[config.mk]
export PLATFORM = sky130hd
export DESIGN_NAME = rle_frame_arbiter
export DESIGN_NICKNAME = d
export VERILOG_FILES = /design/src/rtl/rle_frame_arbiter.sv
export SDC_FILE = /design/constraint.sdc
export NUM_CORES = 1
export LEC_CHECK = 0
export CAP_MARGIN = 20
export CORE_MARGIN = 2
export CORE_UTILIZATION = 35
export CTS_BUF_LIST = sky130_fd_sc_hd__clkbuf_4 sky130_fd_sc_hd__clkbuf_8
export CTS_CLUSTER_DIAMETER = 30
export CTS_CLUSTER_SIZE = 14
export DETAILED_ROUTE_END_ITERATION = 16
export PLACE_DENSITY = 0.69
export SETUP_SLACK_MARGIN = 0.02
export SLEW_MARGIN = 0
export SYNTH_ARGS = -nofsm -noshare
export SYNTH_HDL_FRONTEND = slang
export SYNTH_SLANG_ARGS = --single-unit
[constraint.sdc]
create_clock -name clk -period 2.2 [get_ports clk]
set_clock_uncertainty 0.1 [all_clocks]
set_input_delay 0.44 -clock clk [delete_from_list [all_inputs] [get_ports clk]]
set_output_delay 0.44 -clock clk [all_outputs]
set_load 0.02 [all_outputs]
[src/rtl/rle_frame_arbiter.sv]
// rtl/rle_frame_arbiter.sv - frame-granular round-robin arbiter sharing one RLE kernel between two pixel sources
module rle_frame_arbiter #(
  parameter int WIDTH        = 16,
  parameter int PIXEL_COUNT  = 1600,
  parameter int DRAIN_CYCLES = 8,
  parameter int HDR_EN       = 1
) (
  input  logic             clk,
  input  logic             rst,
  input  logic [WIDTH-1:0] in0_data,
  input  logic             in0_avail,
  output logic             in0_read,
  input  logic [WIDTH-1:0] in1_data,
  input  logic             in1_avail,
  output logic             in1_read,
  output logic [WIDTH-1:0] k_input,
  output logic             k_avail,
  input  logic             k_read,
  input  logic [WIDTH-1:0] k_output,
  input  logic             k_write,
  output logic             k_afull,
  output logic [WIDTH-1:0] out_data,
  output logic             out_write,
  input  logic             out_afull,
  output logic             grant,
  output logic             busy,
  output logic             frame_done
);

  typedef enum logic [1:0] {ST_IDLE, ST_HDR, ST_STREAM, ST_DRAIN} state_e;

  localparam logic [15:0] PIX_LAST   = 16'(PIXEL_COUNT - 1);
  localparam logic [15:0] QUIET_LAST = 16'(DRAIN_CYCLES - 1);

  state_e      state_q, state_d;
  logic        grant_q, grant_d;
  logic        last_grant_q, last_grant_d;
  logic [15:0] pix_cnt_q, pix_cnt_d;
  logic [15:0] quiet_cnt_q, quiet_cnt_d;

  logic [1:0]       avail_v;
  logic [WIDTH-1:0] hdr_word;

  assign avail_v = {in1_avail, in0_avail};

  // Header: 0xA5 in the top byte, granted channel in bit 0.
  always_comb begin
    hdr_word                 = '0;
    hdr_word[WIDTH-1 -: 8]   = 8'hA5;
    hdr_word[0]              = grant_q;
  end

  always_ff @(posedge clk or negedge rst) begin
    if (!rst) begin
      state_q      <= ST_IDLE;
      grant_q      <= 1'b0;
      last_grant_q <= 1'b1;
      pix_cnt_q    <= '0;
      quiet_cnt_q  <= '0;
    end else begin
      state_q      <= state_d;
      grant_q      <= grant_d;
      last_grant_q <= last_grant_d;
      pix_cnt_q    <= pix_cnt_d;
      quiet_cnt_q  <= quiet_cnt_d;
    end
  end

  always_comb begin
    state_d      = state_q;
    grant_d      = grant_q;
    last_grant_d = last_grant_q;
    pix_cnt_d    = pix_cnt_q;
    quiet_cnt_d  = quiet_cnt_q;
    in0_read     = 1'b0;
    in1_read     = 1'b0;
    k_input      = '0;
    k_avail      = 1'b0;
    out_data     = k_output;
    out_write    = k_write;
    k_afull      = out_afull;
    frame_done   = 1'b0;

    case (state_q)
      ST_IDLE: begin
        if (avail_v[~last_grant_q] || avail_v[last_grant_q]) begin
          grant_d   = avail_v[~last_grant_q] ? ~last_grant_q : last_grant_q;
          pix_cnt_d = '0;
          state_d   = (HDR_EN != 0) ? ST_HDR : ST_STREAM;
        end
      end

      ST_HDR: begin
        // Kernel is held off the output port while the header goes out.
        k_afull   = 1'b1;
        out_data  = hdr_word;
        out_write = ~out_afull;
        if (!out_afull) begin
          state_d = ST_STREAM;
        end
      end

      ST_STREAM: begin
        k_input  = grant_q ? in1_data : in0_data;
        k_avail  = avail_v[grant_q];
        in0_read = ~grant_q & k_read;
        in1_read =  grant_q & k_read;
        if (k_read) begin
          pix_cnt_d = pix_cnt_q + 16'd1;
          if (pix_cnt_q == PIX_LAST) begin
            quiet_cnt_d = '0;
            state_d     = ST_DRAIN;
          end
        end
      end

      ST_DRAIN: begin
        if (k_write) begin
          quiet_cnt_d = '0;
        end else if (!out_afull) begin
          quiet_cnt_d = quiet_cnt_q + 16'd1;
          if (quiet_cnt_q == QUIET_LAST) begin
            frame_done   = 1'b1;
            last_grant_d = grant_q;
            state_d      = ST_IDLE;
          end
        end
      end

      default: state_d = ST_IDLE;
    endcase
  end

  assign grant = grant_q;
  assign busy  = (state_q != ST_IDLE);

endmodule
==> results.cfg <==
[timing]
maxSlewViolCount = 0
period_needed_ns = 2.16
fmaxAchievable_ghz = 0.463
rsz0062_at_grt = yes
finalCritPeriodShare_pct = 98.1
fin_tns_setup_ns = 0
hold_viol_final = 0
tightest_slew_ns = 0.656
slew-limit-headroom_pct = 55.8
finalSetupViolations = 0

[worst_setup_path]
worst_ep_required_time_ns = 1.66
endpoint_kind = output pin
cp.arrival_ns = 1.62
r2r_slack_ns = 0.14
rr_worst_depth = 9
crit_start = quiet_cnt_q[12]
cp-endpoint = frame_done
worstSetupPathType = flip-flop to output pin
critPathMaxFanout = 2
reg2reg_from = state_q[1]
crit_path_start_kind = flip-flop
rr_endpoint = quiet_cnt_q[14]

[detailed_routing]
drc = 0
drtIter0Drc = 119
firstDrtPassIters = 4
vias = 2582
routedWlPerCell_um = 14.5
via_per_inst = 5.14
drtAntennaViolNets = 0
totalWireLength_mm = 7.28

[layout]
multi_input_area_um2 = 1480
n_antenna_cell = 0
layout-drive-gt1-share_pct = 26.5
fillers = 616
seq_area_um2 = 902
final_util_pct = 57.0
area_growth_pct = 59.3
nNetsFinal = 483

[placement]
port-buffer-count = 94
gp_congestion = 0.818
hpwl_mm = 5.48

[grt]
grt_pass1_wl_mm = 11.5
grt_start_max_net_pins = 37
grt_remaining_overflow = 0
grt_pass1_vias = 2507
grt.total_usage_pct = 19.1
antenna_found_initial = 0

[floorplan]
num_io_pins = 95
start_util_pct = 35.8
die_w_um = 86.9
die_y_um = 86.9
die-area_um2 = 7550
core-area_um2 = 6720
row_count = 30

[logic_synthesis]
async_reset_ff_share_pct = 100
yosys_warnings = 0
synth.net_count = 345
synth_area_leaders = dfrtp_1 36%, mux2i_1 7.1%, nor2_1 6.1%
synth.top_cell.area_share_pct = 36.4
netlist_area_um2 = 2400
synth_edf_count = 0
ys_types = 48
yosysTopAreaCell = dfrtp_1
synth_cells = 284
yosys_register_bits = 36
ys_seq_area_share_pct = 37.5
ys.flop_type = dfrtp_1
avgSynthCellArea_um2 = 8.47

[cts]
clkTransAtPathRegs_ns = 0.07
clk_latency_ns = 0.29
clock-sinks = 36
htree_num_levels = 2
cts_made_buffers = 5
cts_root_buffer = clkbuf_8
cts_tree = built
clockBufferDepth = 2

[power_and_ir_drop]
p_leak_nw = 1.77
combPwrFrac_pct = 61.6
p_seq_share_pct = 23.3
ir_drop_mv = 0.355
p_per_area_nw_per_um2 = 878
p_clk_share_pct = 15.1
finalPower_mw = 3.36
p_switching_mw = 1.40
p_sw_share_pct = 41.7
p_int_mw = 1.96

[run]
cap_violations = 0

[status]
outcome = complete, no violations

[hold_path]
hp-class = flip-flop to flip-flop
## per-layer routing
metal | part of all wire (%) | vias up | global-route usage (%) | wire, µm
met1 | 42 | 1193 | 23.2 | 3090
met4 | 3.0 | 0 | 9.94 | 216
met3 | 7.3 | 11 | 3.41 | 529
met5 | 0 | - | 0 | 0
li1 | - | 1286 | - | -
met2 | 47 | 92 | 32.3 | 3450
## synth_stat cells, types with 4 or more instances
cell type  number
nor2_1         39
dfrtp_1        35
o21ai_0        21
nand2_1        18
mux2i_1        17
nand3_1        13
nor2b_1        12
nor3_1         11
inv_1           9
a21oi_1         8
o31ai_1         8
xnor2_1         8
and3_1          7
clkbuf_1        7
ha_1            6
nor4_1          5
o21ai_1         5
or2_2           5
a31oi_1         4
nand2b_1        4
nand4_1         4
## metrics by stage
step / instances / cell area [µm²] / hold WS, ns / setup WS [ns]
final: 502 / 3830 / 0.459 / 0.0417
after global routing: 502 / 3830 / 0.478 / -0.0538
after CTS: 499 / 3830 / 0.444 / -0.0781
after detailed placement: 491 / 3750 / 0.429 / -0.458
after global placement: 491 / 3750 / 0.424 / -0.498
after floorplan: 284 / 2400 / 0.0444 / 0.115
## power by group through the flow
stage	clock network, mW	registers [mW]	logic (mW)
final	0.509	0.782	2.07
after global routing	0.541	0.794	2.25
after CTS	0.525	0.782	2.08
after detailed placement	0	0.794	2.18
after global placement	0	0.791	2.16
after floorplan	0	0.794	1.12
## worst min-delay path by stage
| stage | start | to | slack, ns | depth (start not counted) |
|---|---|---|---|---|
| after floorplan | rst | grant | 0.04 | 0 |
| after global placement | quiet_cnt_q[14] | quiet_cnt_q[14] | 0.42 | 1 |
| after detailed placement | quiet_cnt_q[14] | quiet_cnt_q[14] | 0.43 | 1 |
| after CTS | quiet_cnt_q[14] | quiet_cnt_q[14] | 0.44 | 1 |
| after global routing | quiet_cnt_q[14] | quiet_cnt_q[14] | 0.48 | 1 |
| final | quiet_cnt_q[14] | quiet_cnt_q[14] | 0.46 | 1 |
## cell usage in the layout (no fill, tap or decap), drive strengths merged, types with 10 or more instances in the layout
cell,instances
buf,75
clkbuf,12
clkdlybuf4s50,55
dfrtp,35
inv,10
mux2i,17
nand2,18
nand3,14
nor2,39
nor2b,12
nor3,11
o21ai,26
## state kept, by name, indices dropped and copies added, names as in the netlist
register      cells
quiet_cnt_q      16
pix_cnt_q        16
last_grant_q      1
state_q           2
grant             1
## critical path, cell delays in order (launching register included)
cell and delay (ns):
dfrtp_1 0.40, nor4_2 0.25, and3_1 0.21, nand4_1 0.13
nor2_2 0.21, buf_6 0.14
## cell type report
type | instances | share of cell area, %
inverter | 10 | 0.980
tap | 80 | 2.61
sequential | 36 | 23.6
timing repair buffer | 143 | 31.6
multi-input combinational | 226 | 38.7
clock buffer | 7 | 2.52
## cells by family (layout without fill, tap and decap cells)
| logic type | count (synthesis) | in the layout | synth area share, % |
|---|---|---|---|
| simple gates | 133 | 133 | 29.0 |
| xor+xnor | 11 | 11 | 4.01 |
| buf+inv | 22 | 160 | 3.59 |
| fa+ha+maj | 6 | 6 | 3.12 |
| flops | 36 | 36 | 37.5 |
| compound gates | 55 | 55 | 13.8 |
| mux | 21 | 21 | 8.95 |
## timing repair
item / CTS / global route
endpoints found under the setup margin: 37 / 31
hold buffers: 0 / 0
gates resized for setup: 103 / 45
cloned: 0 / 0
setup buffers: 1 / 3
pin swaps: 0 / 3
endpoints found under the hold margin: 0 / 0
Note: power is estimated with default switching activity, not from simulation.
